<file path="src/rtl/alu_exec_stage.sv">
// Execute/writeback stage wrapped around an external 16-bit ALU: one instruction
// in flight, operands read from an 8x16 register file, result written back on handshake.
module alu_exec_stage #(
    parameter int NREGS = 8
) (
    input  logic        clk,
    input  logic        rst_n,
    input  logic        in_valid,
    output logic        in_ready,
    input  logic [15:0] in_instr,
    output logic [15:0] alu_a,
    output logic [15:0] alu_b,
    output logic        alu_bneg,
    output logic [2:0]  alu_op,
    input  logic [15:0] alu_result,
    input  logic        alu_zero,
    input  logic        alu_ovf,
    input  logic        alu_cout,
    output logic        wb_valid,
    input  logic        wb_ready,
    output logic [2:0]  wb_rd,
    output logic [15:0] wb_data,
    output logic        flag_z,
    output logic        flag_v,
    output logic        flag_c,
    input  logic [2:0]  dbg_addr,
    output logic [15:0] dbg_data
);

    localparam logic [1:0] S_IDLE = 2'd0;
    localparam logic [1:0] S_EXEC = 2'd1;
    localparam logic [1:0] S_WB   = 2'd2;

    logic [1:0]             state_q, state_d;
    logic [15:0]            alu_a_q, alu_a_d;
    logic [15:0]            alu_b_q, alu_b_d;
    logic                   alu_bneg_q, alu_bneg_d;
    logic [2:0]             alu_op_q, alu_op_d;
    logic [2:0]             rd_q, rd_d;
    logic [15:0]            wb_data_q, wb_data_d;
    logic [2:0]             pend_q, pend_d;   // {z, v, c} captured from the ALU
    logic [2:0]             flags_q, flags_d;
    logic [NREGS-1:0][15:0] rf_q, rf_d;

    logic [2:0]  i_rd, i_rs, i_rt;
    logic        i_use_imm;
    logic [15:0] i_imm;

    assign i_rd      = in_instr[10:8];
    assign i_rs      = in_instr[7:5];
    assign i_rt      = in_instr[4:2];
    assign i_use_imm = in_instr[11];
    assign i_imm     = {{11{in_instr[4]}}, in_instr[4:0]};

    // r0 is forced to zero on every read port, independent of storage.
    function automatic logic [15:0] rf_read(input logic [NREGS-1:0][15:0] rf,
                                            input logic [2:0] addr);
        return (addr == 3'd0) ? 16'h0000 : rf[addr];
    endfunction

    always_comb begin
        state_d    = state_q;
        alu_a_d    = alu_a_q;
        alu_b_d    = alu_b_q;
        alu_bneg_d = alu_bneg_q;
        alu_op_d   = alu_op_q;
        rd_d       = rd_q;
        wb_data_d  = wb_data_q;
        pend_d     = pend_q;
        flags_d    = flags_q;
        rf_d       = rf_q;
        case (state_q)
            S_IDLE: begin
                if (in_valid) begin
                    state_d    = S_EXEC;
                    alu_a_d    = rf_read(rf_q, i_rs);
                    alu_b_d    = i_use_imm ? i_imm : rf_read(rf_q, i_rt);
                    alu_bneg_d = in_instr[12];
                    alu_op_d   = in_instr[15:13];
                    rd_d       = i_rd;
                end
            end
            S_EXEC: begin
                state_d   = S_WB;
                wb_data_d = alu_result;
                pend_d    = {alu_zero, alu_ovf, alu_cout};
            end
            S_WB: begin
                if (wb_ready) begin
                    state_d = S_IDLE;
                    flags_d = pend_q;
                    if (rd_q != 3'd0) rf_d[rd_q] = wb_data_q;
                end
            end
            default: state_d = S_IDLE;
        endcase
    end

    always_ff @(posedge clk or negedge rst_n) begin
        if (!rst_n) begin
            state_q    <= S_IDLE;
            alu_a_q    <= '0;
            alu_b_q    <= '0;
            alu_bneg_q <= 1'b0;
            alu_op_q   <= '0;
            rd_q       <= '0;
            wb_data_q  <= '0;
            pend_q     <= '0;
            flags_q    <= '0;
            rf_q       <= '0;
        end else begin
            state_q    <= state_d;
            alu_a_q    <= alu_a_d;
            alu_b_q    <= alu_b_d;
            alu_bneg_q <= alu_bneg_d;
            alu_op_q   <= alu_op_d;
            rd_q       <= rd_d;
            wb_data_q  <= wb_data_d;
            pend_q     <= pend_d;
            flags_q    <= flags_d;
            rf_q       <= rf_d;
        end
    end

    assign in_ready = (state_q == S_IDLE);
    assign wb_valid = (state_q == S_WB);
    assign alu_a    = alu_a_q;
    assign alu_b    = alu_b_q;
    assign alu_bneg = alu_bneg_q;
    assign alu_op   = alu_op_q;
    assign wb_rd    = rd_q;
    assign wb_data  = wb_data_q;
    assign flag_z   = flags_q[2];
    assign flag_v   = flags_q[1];
    assign flag_c   = flags_q[0];
    assign dbg_data = rf_read(rf_q, dbg_addr);

endmodule

</file>
<file path="config.mk">
export PLATFORM = sky130hd
export DESIGN_NAME = alu_exec_stage
export DESIGN_NICKNAME = d
export VERILOG_FILES = /design/src/rtl/alu_exec_stage.sv
export SDC_FILE = /design/constraint.sdc
export NUM_CORES = 1
export LEC_CHECK = 0
export BUFFER_PORTS_ARGS = -buffer_cell sky130_fd_sc_hd__buf_2
export CAP_MARGIN = 40
export CORE_MARGIN = 4
export CORE_UTILIZATION = 45
export DETAILED_ROUTE_END_ITERATION = 8
export GPL_TIMING_DRIVEN = 0
export PLACE_DENSITY = 0.78
export SKIP_CTS_REPAIR_TIMING = 1
export SLEW_MARGIN = 0
export SYNTH_ARGS = -nofsm -noshare
export SYNTH_HDL_FRONTEND = slang
export SYNTH_SLANG_ARGS = --single-unit
</file>
<file path="constraint.sdc">
create_clock -name clk -period 1.9 [get_ports clk]
set_clock_uncertainty 0.1 [all_clocks]
set_input_delay 0.19 -clock clk [delete_from_list [all_inputs] [get_ports clk]]
set_output_delay 0.19 -clock clk [all_outputs]
set_load 0.02 [all_outputs]
</file>
==> metrics.md <==
| Metric | Value |
|---|---|
| Vias in the first global route | 7522 |
| CORE AREA | 20300 um2 |
| Status | complete, but fails checks |
| Sequential element share of the synthesized area | about 47% |
| Multi-input combinational cell area | 4888 um2 |
| Crit path DAT | approximately 1.7 ns |
| DR vias | around 7800 |
| H-tree Lvls | 4 |
| Max-cap viol count | 0 |
| Buffers and inverters on the worst path | 1 |
| Top post-synthesis cells by count | dfrtp_1, mux2_2, nand2_1 |
| Reg clk slew, reported paths | about 0.070 ns |
| Min Hold Slack | 0.03949 ns |
| Tot GR Track Use | between 20 and 30% |
| PortBufs | 113 |
| Period minus WS final | roughly 2.0 ns |
| Net Count, Synth | 776 |
| DRT Pass-1 Iters | 5 |
| Cells after Synth | about 730 |
| Setup ws final | -0.1211 ns |
| Row Count | 52 |
| # fillers | 1629 |
| TritonCTS clock tree | done |
| Crit path max-delay cell type | mux4_2 |
| Power Total | 0.01795 W |
| Pre-CTS setup slack | -0.7492 ns |
| Dominant cell by count in the synthesized netlist | dfrtp_1 |
| WS Path Type | reg -> out |
| Synth area leaders | dfrtp_1, mux2_2, mux2i_1 |
| DP Wirelength | ~20000 um |
| Top FF cell, synth | dfrtp_1 |
| Slowest stage delay, CP | about 0.47 ns |
| Fin. max-slew vios | 0 |
| Top-level I/O count | between 100 and 150 |
| CTS Buf Count | 17 |
| Remaining global-route overflow | 0 |
| Chip width | 151.9 um |
| Relative slew slack | 31.21% |
| Core Util, Final | 59.15% |
| Maximum VDD drop | 0.8725 mV |
| CP Launch Type | register |
| Sink Count | between 150 and 200 |
| Sequential cell area | about 4400 um2 |
| Final ANT Viol Nets | 0 |
| Type of the tightest min-delay check | in -> reg |
| Power per cell area | approximately 1500 nW/um2 |
| Final cell count without fillers | 1235 |
| Routability Congestion | approximately 0.97 |
| Tcrit/Tclk final | 106.4% |
| Crit path cell chain | mux4_2 -> nand2_1 -> o21ai_1 -> buf_4 |
| Register bit count reported by yosys | approximately 180 |
| Final WL | around 32000 um |
| Synth unique cells | 44 |
| Synth top area share | 47.00% |
| Unrepaired setup endpoints after global routing | true |
| Leakage power | between 5 and 6 nW |
| Share of layout cells above drive strength 1 | between 40 and 50% |
| P&R area growth vs syn | 28.86% |
| Slew @ Worst Pin | just over 1 ns |
| Critical path peak fanout | 3 |
| Die Footprint | roughly 23000 um2 |
| Inst Count DP | between 1000 and 1500 |
| Initial antenna violation count | 1 |
| Clk_lat worst skew | 0.44 ns |
| Largest net degree at the start of global routing | roughly 120 |
| Drt drc | 0 |
| Yosys Warn Count | 0 |
| Final setup viols | 55 |
| First-pass GRT wire length | roughly 45000 um |
| Post-synth EDFFs | 0 |
| Final hold viol count | 0 |
| Async S/R FF share, synth | 100.0% |
| Yosys top cell by area | dfrtp_1 |
| DR WL/cell | approximately 26 um |
| Critical path endpoint category | output port |
| Crit path required time | around 1.6 ns |
| Die height | ~150 um |
| Nets | 993 |
| Clock Tree Buf Depth | 2 |
| Drt initial violations | roughly 1100 |
| Initial Utilization | 45.90% |
| Post-Syn Area per Cell | roughly 13 um2 |
| Top delay family on crit path | multiplexers |
| Violated checks | negative setup slack |
| CTS Root Cell | clkbuf_16 |
| Mapped Area | 9318 um2 |
| FMAX | 0.4948 GHz |
| Vias per inst | roughly 6.3 |
worst paths after layout:
path                                   startpoint  slack [ns]                      to  cells past startpoint
max                          rf_q[76]$_DFFE_PN0P_       -0.12            dbg_data[12]                      4
min                                   in_instr[0]        0.04    alu_b[0]$_DFFE_PN0P_                      4
max reg2reg                state_q[0]$_DFFE_PN0P_       -0.09    rf_q[91]$_DFFE_PN0P_                      8
min in group asynchronous                   rst_n        0.18  wb_data[7]$_DFFE_PN0N_                      2
max in group asynchronous                   rst_n        0.56   rf_q[110]$_DFFE_PN0P_                      3
min reg2reg                  alu_a[7]$_DFFE_PN0P_        0.37    alu_a[7]$_DFFE_PN0P_                      2
final cells by class:
class                   count  share of cell area, %
multi-input cells         497                  40.71
plain buffers              55                  3.158
well taps                 270                  2.814
clock buffers              21                  3.752
repair buffers            202                  12.20
diodes                      1                0.02084
flip-flops and latches    175                  36.48
inverters                   3                 0.1459
clock inverters            11                 0.7086
where the power goes:
group          switching [W]  internal [W]
Clock                0.00154       0.00172
Sequential           0.00192       0.00538
Combinational        0.00350       0.00389
cell usage in the layout (no fill, tap or decap), types with 11 or more instances in the layout:
| master | Yosys | final |
|---|---|---|
| mux2_2 | 170 | 140 |
| a22oi_1 | 25 | 25 |
| dlygate4sd3_1 | 0 | 29 |
| mux2i_1 | 52 | 52 |
| o21ai_0 | 30 | 12 |
| nor3_1 | 12 | 12 |
| o22a_1 | 12 | 12 |
| buf_2 | 18 | 107 |
| buf_4 | 6 | 63 |
| mux4_2 | 21 | 21 |
| dfrtp_1 | 175 | 174 |
| clkbuf_16 | 0 | 18 |
| nand2_1 | 55 | 52 |
| clkbuf_1 | 26 | 16 |
| mux2_4 | 10 | 40 |
| a221o_1 | 11 | 11 |
| buf_6 | 3 | 19 |
| a221oi_1 | 19 | 19 |
flip-flops by register name, summed over array words and instances (netlist names):
name / flops
alu_op: 3
pend_q: 3
state_q: 2
wb_data: 16
alu_a: 16
flags_q: 3
wb_rd: 3
alu_bneg: 1
rf_q: 112
alu_b: 16
worst min-delay path: cells and delay by family:
| family | cells | cell delay, ns |
|---|---|---|
| simple gates | 1 | 0.13 |
| compound gates | 2 | 0.12 |
| buf+inv | 1 | 0.09 |
layer usage:
layer	vias up	routed length (um)	track usage, %
met5	-	0	0
met4	0	1443	9.632
met3	125	3400	8.305
met2	541	14300	38.93
met1	3922	12360	33.57
li1	3230	-	-
metrics by stage:
stage,setup TNS [ns],area [um2]
finish,-3.442,12010
global route,-7.175,12000
CTS,-40.24,10820
detailed placement,-43.80,10290
global placement,-432.17,10230
floorplan,-1.007,9325
cell families after synthesis:
logic type | share of synthesized area [%]
AND/OR/NAND/NOR | 5.774
multiplexers | 32.82
AO/OA/AOI/OAI | 11.01
flip-flops | 47.00
buffers and inverters | 3.397
Power figures use the tool's default switching activity.
